<file path="src/rtl/fft_pkg.sv">
// Shared constants for the iterative radix-2 DIT FFT: default geometry, sequencer
// state encoding and the mux/demux select values used across the datapath.
package fft_pkg;

    localparam int FFT_N_LOG2 = 4;
    localparam int FFT_BF_LAT = 2;

    typedef enum logic [1:0] {
        ST_IDLE  = 2'd0,
        ST_RUN   = 2'd1,
        ST_DRAIN = 2'd2,
        ST_OUT   = 2'd3
    } fft_state_e;

    localparam logic MUX_SP  = 1'b0;
    localparam logic MUX_FB  = 1'b1;
    localparam logic DMX_REG = 1'b0;
    localparam logic DMX_PS  = 1'b1;

endpackage

</file>
<file path="src/rtl/fft_wb_delay.sv">
// Fixed-depth shift line that ages butterfly issue information until the
// matching butterfly result leaves the pipeline.
module fft_wb_delay #(
    parameter int DEPTH = 2,
    parameter int W     = 8
) (
    input  logic         clk,
    input  logic         clr_i,
    input  logic [W-1:0] d_i,
    output logic [W-1:0] q_o
);

    logic [W-1:0] line_q [DEPTH];

    always_ff @(posedge clk) begin
        if (clr_i) begin
            for (int i = 0; i < DEPTH; i++) begin
                line_q[i] <= '0;
            end
        end else begin
            line_q[0] <= d_i;
            for (int i = 1; i < DEPTH; i++) begin
                line_q[i] <= line_q[i-1];
            end
        end
    end

    assign q_o = line_q[DEPTH-1];

endmodule

</file>
<file path="src/rtl/fft_seq_ctrl.sv">
// Frame sequencer for the iterative radix-2 DIT FFT: walks every stage, issues one
// butterfly per cycle, aligns write-back with the butterfly latency, hands off to p_s.
module fft_seq_ctrl
    import fft_pkg::*;
#(
    parameter int N_LOG2 = FFT_N_LOG2,
    parameter int BF_LAT = FFT_BF_LAT
) (
    input  logic              clk,
    input  logic              rst_n,
    input  logic              frame_valid,
    input  logic              ps_ready,
    output logic              mux_flag,
    output logic              bf_en,
    output logic [N_LOG2-1:0] addr_a,
    output logic [N_LOG2-1:0] addr_b,
    output logic [N_LOG2-2:0] rotation,
    output logic              wb_en,
    output logic [N_LOG2-1:0] wb_addr_a,
    output logic [N_LOG2-1:0] wb_addr_b,
    output logic              demux_flag,
    output logic              ps_load,
    output logic [2:0]        stage,
    output logic              busy,
    output logic              done,
    output logic              frame_drop
);

    localparam int              JW         = N_LOG2 - 1;
    localparam int              DW         = 2 + 2 * N_LOG2;
    localparam logic [JW-1:0]   J_LAST     = {JW{1'b1}};
    localparam logic [2:0]      LAST_STAGE = 3'(N_LOG2 - 1);
    localparam logic [2:0]      DRAIN_CNT  = 3'(BF_LAT);

    fft_state_e        state_q, state_d;
    logic [2:0]        stage_q, stage_d;
    logic [2:0]        cnt_q, cnt_d;
    logic [JW-1:0]     j_q, j_d;

    logic              issue;
    logic [2:0]        iss_stage;
    logic [JW-1:0]     iss_j;
    logic              ps_load_d, busy_d, done_d, drop_d, mux_d;

    logic [N_LOG2-1:0] jx_w, half_w, pos_w, grp_w, addr_a_w, addr_b_w;
    logic [JW-1:0]     rot_w;

    logic              bf_en_q, mux_q, dmx_tag_q, ps_load_q, busy_q, done_q, drop_q;
    logic [N_LOG2-1:0] addr_a_q, addr_b_q;
    logic [JW-1:0]     rot_q;

    logic              wb_clr;
    logic [DW-1:0]     wb_bus;

    always_comb begin
        state_d   = state_q;
        stage_d   = stage_q;
        j_d       = j_q;
        cnt_d     = cnt_q;
        issue     = 1'b0;
        iss_stage = stage_q;
        iss_j     = j_q;
        ps_load_d = 1'b0;
        busy_d    = busy_q;
        done_d    = 1'b0;
        drop_d    = frame_valid && (state_q != ST_IDLE);
        mux_d     = mux_q;

        case (state_q)
            ST_IDLE: begin
                if (frame_valid) begin
                    issue     = 1'b1;
                    iss_stage = 3'd0;
                    iss_j     = '0;
                    stage_d   = 3'd0;
                    j_d       = JW'(1);
                    busy_d    = 1'b1;
                    state_d   = ST_RUN;
                end
            end
            ST_RUN: begin
                issue = 1'b1;
                if (j_q == J_LAST) begin
                    cnt_d   = DRAIN_CNT;
                    state_d = ST_DRAIN;
                end else begin
                    j_d = j_q + JW'(1);
                end
            end
            ST_DRAIN: begin
                // Next stage only starts once every result of this stage is written back
                if (cnt_q != 3'd0) begin
                    cnt_d = cnt_q - 3'd1;
                end else if (stage_q == LAST_STAGE) begin
                    ps_load_d = 1'b1;
                    state_d   = ST_OUT;
                end else begin
                    issue     = 1'b1;
                    iss_stage = stage_q + 3'd1;
                    iss_j     = '0;
                    stage_d   = stage_q + 3'd1;
                    j_d       = JW'(1);
                    state_d   = ST_RUN;
                end
            end
            ST_OUT: begin
                if (ps_ready) begin
                    done_d  = 1'b1;
                    busy_d  = 1'b0;
                    state_d = ST_IDLE;
                end else begin
                    ps_load_d = 1'b1;
                end
            end
            default: state_d = ST_IDLE;
        endcase

        if (issue) begin
            mux_d = (iss_stage != 3'd0) ? MUX_FB : MUX_SP;
        end
    end

    // Butterfly j of stage s pairs indices half apart inside groups of 2*half
    always_comb begin
        jx_w     = {1'b0, iss_j};
        half_w   = N_LOG2'(1) << iss_stage;
        pos_w    = jx_w & (half_w - N_LOG2'(1));
        grp_w    = jx_w >> iss_stage;
        addr_a_w = (grp_w << ({1'b0, iss_stage} + 4'd1)) + pos_w;
        addr_b_w = addr_a_w + half_w;
        rot_w    = JW'(pos_w << (3'(JW) - iss_stage));
    end

    always_ff @(posedge clk) begin
        if (!rst_n) begin
            state_q   <= ST_IDLE;
            stage_q   <= 3'd0;
            cnt_q     <= 3'd0;
            j_q       <= '0;
            bf_en_q   <= 1'b0;
            mux_q     <= 1'b0;
            dmx_tag_q <= 1'b0;
            ps_load_q <= 1'b0;
            busy_q    <= 1'b0;
            done_q    <= 1'b0;
            drop_q    <= 1'b0;
            addr_a_q  <= '0;
            addr_b_q  <= '0;
            rot_q     <= '0;
        end else begin
            state_q   <= state_d;
            stage_q   <= stage_d;
            cnt_q     <= cnt_d;
            j_q       <= j_d;
            bf_en_q   <= issue;
            mux_q     <= mux_d;
            dmx_tag_q <= (issue && iss_stage == LAST_STAGE) ? DMX_PS : DMX_REG;
            ps_load_q <= ps_load_d;
            busy_q    <= busy_d;
            done_q    <= done_d;
            drop_q    <= drop_d;
            if (issue) begin
                addr_a_q <= addr_a_w;
                addr_b_q <= addr_b_w;
                rot_q    <= rot_w;
            end
        end
    end

    assign wb_clr = ~rst_n;

    fft_wb_delay #(
        .DEPTH (BF_LAT),
        .W     (DW)
    ) u_wb_delay (
        .clk   (clk),
        .clr_i (wb_clr),
        .d_i   ({bf_en_q, dmx_tag_q, addr_a_q, addr_b_q}),
        .q_o   (wb_bus)
    );

    assign wb_en      = wb_bus[DW-1];
    assign demux_flag = wb_bus[DW-2];
    assign wb_addr_a  = wb_bus[2*N_LOG2-1:N_LOG2];
    assign wb_addr_b  = wb_bus[N_LOG2-1:0];

    assign mux_flag   = mux_q;
    assign bf_en      = bf_en_q;
    assign addr_a     = addr_a_q;
    assign addr_b     = addr_b_q;
    assign rotation   = rot_q;
    assign ps_load    = ps_load_q;
    assign stage      = stage_q;
    assign busy       = busy_q;
    assign done       = done_q;
    assign frame_drop = drop_q;

endmodule

</file>
<file path="config.mk">
export PLATFORM = sky130hd
export DESIGN_NAME = fft_seq_ctrl
export DESIGN_NICKNAME = d
export VERILOG_FILES = /design/src/rtl/fft_pkg.sv /design/src/rtl/fft_wb_delay.sv /design/src/rtl/fft_seq_ctrl.sv
export SDC_FILE = /design/constraint.sdc
export NUM_CORES = 1
export LEC_CHECK = 0
export BUFFER_PORTS_ARGS = -buffer_cell sky130_fd_sc_hd__buf_2
export CORE_MARGIN = 1.5
export CORE_UTILIZATION = 44
export DETAILED_ROUTE_END_ITERATION = 10
export GPL_TIMING_DRIVEN = 1
export SLEW_MARGIN = 10
export SYNTH_ARGS = -nofsm -noshare
export SYNTH_HDL_FRONTEND = slang
export SYNTH_SLANG_ARGS = --single-unit
</file>
<file path="constraint.sdc">
create_clock -name clk -period 10.14 [get_ports clk]
set_input_delay 1.014 -clock clk [delete_from_list [all_inputs] [get_ports clk]]
set_output_delay 1.014 -clock clk [all_outputs]
set_load 0.05 [all_outputs]
</file>
==> results.ini, run 1 <==
[synthesis]
syn_area_um2=2390
yosysTopAreaCellShare_pct=41.0
synth_most_common_cell=dfxtp_1
ys_ff_latch=49
avgSynthCellArea_um2=8.80
ys_top_cells_by_count=49 x dfxtp_1, 28 x nand2_1, 25 x and2_1, 21 x nor2_1, 19 x a21oi_1
synth-edff-count=0
synth_nets=294
synth_largest_area_cell=dfxtp_1
ys_async_sr_fraction_pct=0
synth.distinct_cells=47
seq_area_frac_synth_pct=41.0
syn_inst=272
ys.flop_type=dfxtp_1
synth_area_leaders=dfxtp_1 41%, ha_1 8.4%, and2_1 6.5%
yosysWarnings=0

[floorplan]
chipWidth_um=76.7
start_util_pct=46.3
row_count=26
coreArea_um2=5170
ioPinCount=34
dieArea_um2=5890
die_h_um=76.7

[setup_path]
crit_type=flip-flop to flip-flop
worstPathMaxFanout=13
reg2reg_to=addr_b[3]
crit_slowest_cell=fa_1
worstReg2RegStart=cnt_q[0]
critPathLaunchType=flip-flop
cp_data_arrival_time_ns=5.16
required_ns=10.34
end_kind=flip-flop
cpMostUsedCell=ha_1
crit_chain=inv_1 > ha_1 > ha_1 > nand2_1 > o211ai_1 > and3_1 > inv_1 > ha_1 > ha_1 > nand2_1 > nor4_1 > ha_1 > inv_1 > fa_1 > inv_1 > ha_1 > a21o_1 > a21oi_1 > xnor2_1 > xnor2_1 > xnor2_1 > a22o_1
reg2reg_depth=22
r2r_setup_slack_ns=5.18
slowest_delay_ns=0.50

[clocking]
clock-sinks=49
clockRootBuffer=clkbuf_8
cts_resized=0
tritoncts=built
cts_inserted_buffers=5
clk_latency_ns=0.30
cts_buffer_depth=2
cts_setup_buffers=0
clk_pin_slew_ns=0.09
h-tree-depth=2
hold_buffers=0

[sta]
fin_skew_ns=0.00386
period_minus_slack_ns=4.96
rsz0062_at_grt=false
hold_viol_final=0
timing.final.crit_share_pct=48.9
max_freq_mhz=202
fin_hold_ws_ns=0.436
tightestPinTransition_ns=0.688
slew_headroom_pct=54.1
finalSetupViolCount=0
finalMaxSlewViolations=0
finalSetupTns_ns=0

[global_route]
antenna_found_initial=0
grt_max_degree=25
grt_pass1_vias=1704
track_usage_pct=17.2
grt_first_pass_wirelength_mm=8.19
overflow=0

[final_layout]
diodes=0
synthToLayoutAreaGrowth_pct=8.94
utilization_pct=50.4
final_nets=313
drive_gt1_share_pct=16.1
nFillCells=490

[run_status]
status=finished clean

[worst_hold_path]
worstHoldEndpoint=u_wb_delay.line_q[0][16]
holdPathStages=1
hp-class=flip-flop to flip-flop
worst_hold_startpoint=u_wb_delay.line_q[0][6]

[route]
wire_per_inst_um=12.8
vias=1815
drt_first_pass_iters=4
vias_per_cell=5.01
drc=0
drtAntennaViolNets=0
drt_iter0_drc=77
drt-total-wl_mm=4.65

[pwr]
peakVddDrop_v=0.0000467
p_leak_uw=0.00117
power_density_nw_per_um2=134

[job]
drv_cap=0

[placed_design]
place.gp.congestion=0.796
hpwl_mm=3.33
port_buffers=33

-- cell families after synthesis --
group                    count (synthesis)  share of synthesized area [%]
flip-flops                              49                           41.0
adder cells (fa/ha/maj)                 18                           10.0
XOR/XNOR                                 9                           3.30
AO/OA/AOI/OAI                           53                           14.7
multiplexers                             1                          0.471
AND/OR/NAND/NOR                        103                           22.2
buffers and inverters                   39                           8.21
-- final cells by class --
type / instances / area, um^2 / area share [%]
tap: 70 / 87.6 / 3.36
timing repair buffer: 33 / 165 / 6.34
clock buffer: 6 / 72.6 / 2.78
sequential: 49 / 981 / 37.6
multi-input combinational: 184 / 1210 / 46.6
inverter: 18 / 70.1 / 2.69
clock inverter: 2 / 15.0 / 0.576
-- registers in the layout (all words and copies together), names as in the netlist --
signal and cells:
u_wb_delay.line_q 20, addr_b 4, busy 1, cnt_q 3, state_q 2, frame_drop 1, addr_a 4, ps_load 1
done 1, stage 3, bf_en 1, dmx_tag_q 1, mux_flag 1, j_q 3, rotation 3
-- through the flow --
stage | total power, uW | cell area, um^2 | setup WS (ns) | cells
after floorplan | 233 | 2390 | 5.43 | 272
final | 349 | 2610 | 5.18 | 362
after detailed placement | 241 | 2520 | 5.04 | 354
after CTS | 354 | 2610 | 5.18 | 362
after global placement | 241 | 2520 | 5.21 | 354
after global routing | 368 | 2610 | 4.71 | 362
-- report_power, final --
part           switching, uW  total (uW)  leakage [uW]  internal [uW]
logic                   25.4        34.7      0.000731           9.31
registers               3.88         201      0.000398            197
clock network           64.9         114     0.0000374           48.7
-- layer usage --
metal	vias to the layer above	wire [um]	share of wire (%)	global-route usage [%]
met5	-	0	0	0
met4	0	61	1.3	5.93
met3	7	253	5.4	4.29
met2	42	1960	42	25.2
met1	811	2380	51	24.4
li1	955	-	-	-
-- critical path, delay by kind of cell (launching register included) --
family,cells,cell delay [ns]
buffers and inverters,4,0.35
AO/OA/AOI/OAI,4,0.69
AND/OR/NAND/NOR,4,0.92
flip-flops,1,0.33
XOR/XNOR,3,0.40
adder cells (fa/ha/maj),7,2.15
-- cells in the final DEF (no fill, tap or decap), drive strengths merged, types with 7 or more instances in the layout --
cell type,n
a21oi,19
ha,16
and2,25
nor2,21
o21ai,7
nand2,28
dfxtp,49
xnor2,9
inv,18
buf,33
-- worst max path at each step --
stage,startpoint,endpoint,slack (ns),cells past startpoint
after floorplan,stage[1],addr_b[3],5.43,21
after global placement,frame_valid,addr_b[3],5.21,20
after detailed placement,frame_valid,addr_b[3],5.04,20
after CTS,cnt_q[0],addr_b[3],5.18,22
after global routing,cnt_q[0],addr_b[3],4.71,22
final,cnt_q[0],addr_b[3],5.18,22
Note: power is estimated with default switching activity, not from simulation.
==> run 2: changes to the inputs <==
Clock period 10.14 ns to 5.1 ns, I/O delays scaled along.
==> run 2 against run 1 <==
Effect of this change:
- global-route usage is 0.16 points higher
- first-iteration DRC count is 22% higher
- combinational power increased by 110%
- non-clock buffer count increased by 3
- critical path type unchanged
- largest power group unchanged
==> results.ini, run 2 (same netlist as run 1, synthesis figures left out) <==
[pwr]
comb_power_share_pct=10.5
p_clk_share_pct=32.2
power_density_nw_per_um2=264
seqPwrFrac_pct=57.3
peakVddDrop_v=0.000116
switching_power_uw=184
p_int_uw=509
power_switching_share_pct=26.6
p_leak_uw=0.00118

[floorplan]
ioPinCount=34
start_util_pct=46.3
dieArea_um2=5890
row_count=26
coreArea_um2=5170
die_h_um=76.7
chipWidth_um=76.7

[final_layout]
diodes=0
top_register=u_wb_delay.line_q
final_nets=316
synthToLayoutAreaGrowth_pct=9.94
final_cells=365
final_common_cell=dfxtp_1
largest_reg_flops=20
drive_gt1_share_pct=17.3
final_cell_mix=49 x dfxtp_1, 33 x buf_2, 28 x nand2_1, 25 x and2_1, 21 x nor2_1
nFillCells=507
utilization_pct=50.8

[clocking]
cts_inserted_buffers=5
tritoncts=built
hold_buffers=0
clk_pin_slew_ns=0.09
cts_buffer_depth=2
clock-sinks=49
clk_latency_ns=0.30
clockRootBuffer=clkbuf_8
h-tree-depth=2

[sta]
fin_skew_ns=0.0103
setup_ws_ns=0.465
timing.final.crit_share_pct=90.9
slew_headroom_pct=55.3
tightestPinTransition_ns=0.669
hold_viol_final=0
period_minus_slack_ns=4.64
rsz0062_at_grt=false
max_freq_mhz=216
fin_hold_ws_ns=0.437
finalSetupTns_ns=0
finalSetupViolCount=0
finalMaxSlewViolations=0

[setup_path]
end_kind=flip-flop
worstPathMaxFanout=10
cp_data_arrival_time_ns=4.82
crit_type=flip-flop to flip-flop
reg2reg_depth=20
required_ns=5.29
critPathLaunchType=flip-flop

[global_route]
track_usage_pct=17.3
grt_max_degree=25
grt_first_pass_wirelength_mm=8.29
grt_pass1_vias=1697
overflow=0
antenna_found_initial=0

[route]
vias=1842
drt-total-wl_mm=4.68
drtAntennaViolNets=0
vias_per_cell=5.05
drt_first_pass_iters=4
drc=0
wire_per_inst_um=12.8
drt_iter0_drc=94

[run_status]
status=finished clean

[job]
drv_cap=0

[placed_design]
dp.cells=357
port_buffers=33
place.gp.congestion=0.823
hpwl_mm=3.42
pre_cts_ws_ns=0.418

[worst_hold_path]
hp-class=flip-flop to flip-flop
holdPathStages=1

-- run 2: metal layers --
| metal | share of wire (%) | wire length, um | track usage [%] | vias to the layer above |
|---|---|---|---|---|
| met5 | 0 | 0 | 0 | - |
| met4 | 1.5 | 70 | 5.56 | 0 |
| met3 | 4.7 | 219 | 4.05 | 8 |
| met2 | 41 | 1920 | 24.4 | 50 |
| met1 | 53 | 2470 | 25.8 | 825 |
| li1 | - | - | - | 959 |
-- run 2: per-stage QoR --
step                      area (um^2)  power (uW)
final                            2630         693
after CTS                        2630         703
after global placement           2540         479
after floorplan                  2390         463
after global routing             2630         730
after detailed placement         2540         479
-- run 2: path summary, 6_finish.rpt --
check / start / to / slack [ns]
worst max-delay path: cnt_q[0] / addr_b[3] / 0.46
worst min-delay path: u_wb_delay.line_q[0][3] / u_wb_delay.line_q[0][13] / 0.44
worst max register to register: cnt_q[0] / addr_b[3] / 0.46
worst min register to register: u_wb_delay.line_q[0][3] / u_wb_delay.line_q[0][13] / 0.44
-- run 2: final cells by class --
| cell class | instances | area [um^2] | share of cell area (%) |
|---|---|---|---|
| sequential | 49 | 981 | 37.3 |
| clock inverter | 2 | 15.0 | 0.571 |
| multi-input combinational | 184 | 1220 | 46.2 |
| timing repair buffer | 36 | 188 | 7.14 |
| inverter | 18 | 70.1 | 2.66 |
| clock buffer | 6 | 72.6 | 2.76 |
| tap | 70 | 87.6 | 3.33 |
-- run 2: critical path, cell delays in order, from the launching register on --
cell and delay (ns):
dfxtp_1 0.36, inv_1 0.05, ha_1 0.19, ha_1 0.24, and4b_1 0.22, a311o_2 0.43, ha_1 0.22, ha_1 0.33
nand2_1 0.08, nor4_1 0.30, ha_1 0.22, inv_1 0.05, fa_1 0.50, inv_1 0.08, ha_1 0.30, a21o_1 0.17
a21oi_1 0.18, xnor2_1 0.16, xnor2_1 0.16, xnor2_1 0.08, a22o_1 0.19
-- run 2: what timing repair did --
action / 4_1_cts / 5_1_grt
setup endpoints to repair: 0 / 1
gates resized for setup: 0 / 1
setup buffers: 0 / 0
-- run 2: power by group through the flow --
stage               clock network (uW)  logic [uW]  registers, uW
CTS                                232        73.5            397
global placement                     0        73.4            406
detailed placement                   0        73.6            406
finish                             223        73.1            397
floorplan                            0        40.2            423
global route                       250        81.1            399
==> run 3: changes to the inputs <==
Settings changed: PLACE_DENSITY_LB_ADDON set to 0.2.
==> run 3 against run 2 <==
Effect of this change:
- power grew 0.17%
- clock power is essentially flat
- register-to-register slack lost 0.03 ns
- maximum frequency shrank 0.71%
- non-clock buffer count shrank 1
- worst hold slack gained 0.0013 ns
- utilization shrank 0.097 points
- clock-buffer cell count is the same
- combinational power shrank 0.7%
- clock skew shrank 0.0041 ns
- worst setup slack lost 0.033 ns
- wire length shrank 2.7%
- critical endpoint unchanged
- largest power group unchanged
- highest routed layer unchanged
==> results.ini, run 3 (same netlist as run 1, synthesis figures left out) <==
[floorplan]
chipWidth_um=76.7
coreArea_um2=5170
die_h_um=76.7
row_count=26
ioPinCount=34
dieArea_um2=5890
start_util_pct=46.3

[sta]
finalSetupViolCount=0
timing.final.crit_share_pct=91.5
finalMaxSlewViolations=0
rsz0062_at_grt=false
period_minus_slack_ns=4.67
tightestPinTransition_ns=0.666
hold_viol_final=0
finalSetupTns_ns=0
fin_skew_ns=0.00621
slew_headroom_pct=55.5
max_freq_mhz=214

[placed_design]
dp.cells=356
port_buffers=33
place.gp.congestion=0.867
hpwl_mm=3.27

[setup_path]
required_ns=5.30
crit_slowest_cell=fa_1
crit_type=flip-flop to flip-flop
cp_data_arrival_time_ns=4.87
end_kind=flip-flop
cpMostUsedCell=ha_1
slowest_delay_ns=0.49
cpLargestDelayFamily=adder cells
path_buf_inv=4
reg2reg_depth=22
worstReg2RegStart=cnt_q[0]
critPathLaunchType=flip-flop
crit_chain=inv_1 > ha_1 > ha_2 > nand2_1 > o211ai_1 > and3_2 > inv_1 > ha_1 > ha_1 > nand2_1 > nor4_1 > ha_1 > inv_1 > fa_1 > inv_1 > ha_1 > a21o_1 > a21oi_1 > xnor2_1 > xnor2_1 > xnor2_1 > a22o_1
r2r_setup_slack_ns=0.43
worstPathMaxFanout=13
reg2reg_to=addr_b[3]

[route]
vias_per_cell=5.00
vias=1821
drtAntennaViolNets=0
drt_iter0_drc=83
drc=0
drt-total-wl_mm=4.55
drt_first_pass_iters=4
wire_per_inst_um=12.5

[global_route]
grt_max_degree=25
grt_pass1_vias=1630
overflow=0
track_usage_pct=16.6
antenna_found_initial=0
grt_first_pass_wirelength_mm=7.84

[final_layout]
largest_reg_flops=20
nFillCells=495
top_register=u_wb_delay.line_q
final_nets=315
multi_input_area_um2=1220
final_cells=364
ff_latch_area_um2=981
diodes=0
synthToLayoutAreaGrowth_pct=9.73
final_cell_mix=49 x dfxtp_1, 33 x buf_2, 28 x nand2_1, 25 x and2_1, 21 x nor2_1
drive_gt1_share_pct=17.3
utilization_pct=50.7
final_common_cell=dfxtp_1

[clocking]
hold_buffers=0
clk_pin_slew_ns=0.09
h-tree-depth=2
clock-sinks=49
clk_latency_ns=0.30
clockRootBuffer=clkbuf_8
cts_inserted_buffers=5
cts_buffer_depth=2
tritoncts=built

[worst_hold_path]
hp-class=flip-flop to flip-flop
worstHoldEndpoint=u_wb_delay.line_q[0][12]
holdPathStages=1
worst_hold_startpoint=u_wb_delay.line_q[0][2]

[pwr]
power_density_nw_per_um2=264
peakVddDrop_v=0.000109
p_leak_uw=0.00118

[job]
drv_cap=0

[run_status]
status=finished clean

-- run 3: changes by cell type in the layout (fill, tap and decap cells not counted), sizes merged --
cell and change:
buf -1
-- run 3: how the worst max path moves through the flow --
stage | start | to | slack [ns] | cells past startpoint
4_1_cts | cnt_q[0] | addr_b[3] | 0.21 | 22
2_1_floorplan | stage[1] | addr_b[3] | 0.39 | 21
3_5_place_dp | cnt_q[0] | addr_b[3] | 0.24 | 22
5_1_grt | cnt_q[0] | addr_b[3] | 0.1 | 22
3_3_place_gp | cnt_q[0] | addr_b[3] | 0.41 | 22
6_report | cnt_q[0] | addr_b[3] | 0.43 | 22
-- run 3: what timing repair did --
item	in CTS	in global routing
endpoints found under the setup margin	0	1
hold endpoints to repair	0	0
resized for setup	0	2
buffers inserted	0	0
-- run 3: worst reg2reg max path, delay by kind of cell, from the launching register on --
| family | cells | cell delay (ns) |
|---|---|---|
| compound gates | 4 | 0.71 |
| buf+inv | 4 | 0.31 |
| xor+xnor | 3 | 0.40 |
| simple gates | 4 | 0.80 |
| fa+ha+maj | 7 | 2.00 |
| flops | 1 | 0.34 |
-- run 3: final cells by class --
type / instances / share of cell area, %
Multi-Input combinational cell: 184 / 46.4
Sequential cell: 49 / 37.4
Timing Repair Buffer: 35 / 6.86
Tap cell: 70 / 3.34
Clock buffer: 6 / 2.76
Inverter: 18 / 2.67
Clock inverter: 2 / 0.572
-- run 3: report_power, final --
| part | total (uW) | internal, uW | leakage, uW | switching [uW] |
|---|---|---|---|---|
| Clock | 225 | 96.7 | 0.0000374 | 128 |
| Sequential | 397 | 392 | 0.000398 | 4.25 |
| Combinational | 72.6 | 19.3 | 0.000741 | 53.3 |
-- run 3: routing by layer --
layer | wire length, um | track usage, % | part of all wire, % | vias to the layer above
met3 | 228 | 3.81 | 5.0 | 5
li1 | - | - | - | 959
met2 | 1920 | 25.0 | 42 | 42
met5 | 0 | 0 | 0 | -
met1 | 2350 | 23.6 | 52 | 815
met4 | 46 | 5.00 | 1.0 | 0
-- run 3: metrics by stage --
step | worst slack [ns] | hold WS [ns] | area (um^2) | total power [uW]
after floorplan | 0.390 | 0.412 | 2390 | 463
after global placement | 0.406 | 0.414 | 2530 | 478
after detailed placement | 0.243 | 0.418 | 2530 | 479
after CTS | 0.211 | 0.440 | 2620 | 703
after global routing | 0.0958 | 0.448 | 2630 | 727
final | 0.431 | 0.438 | 2630 | 694
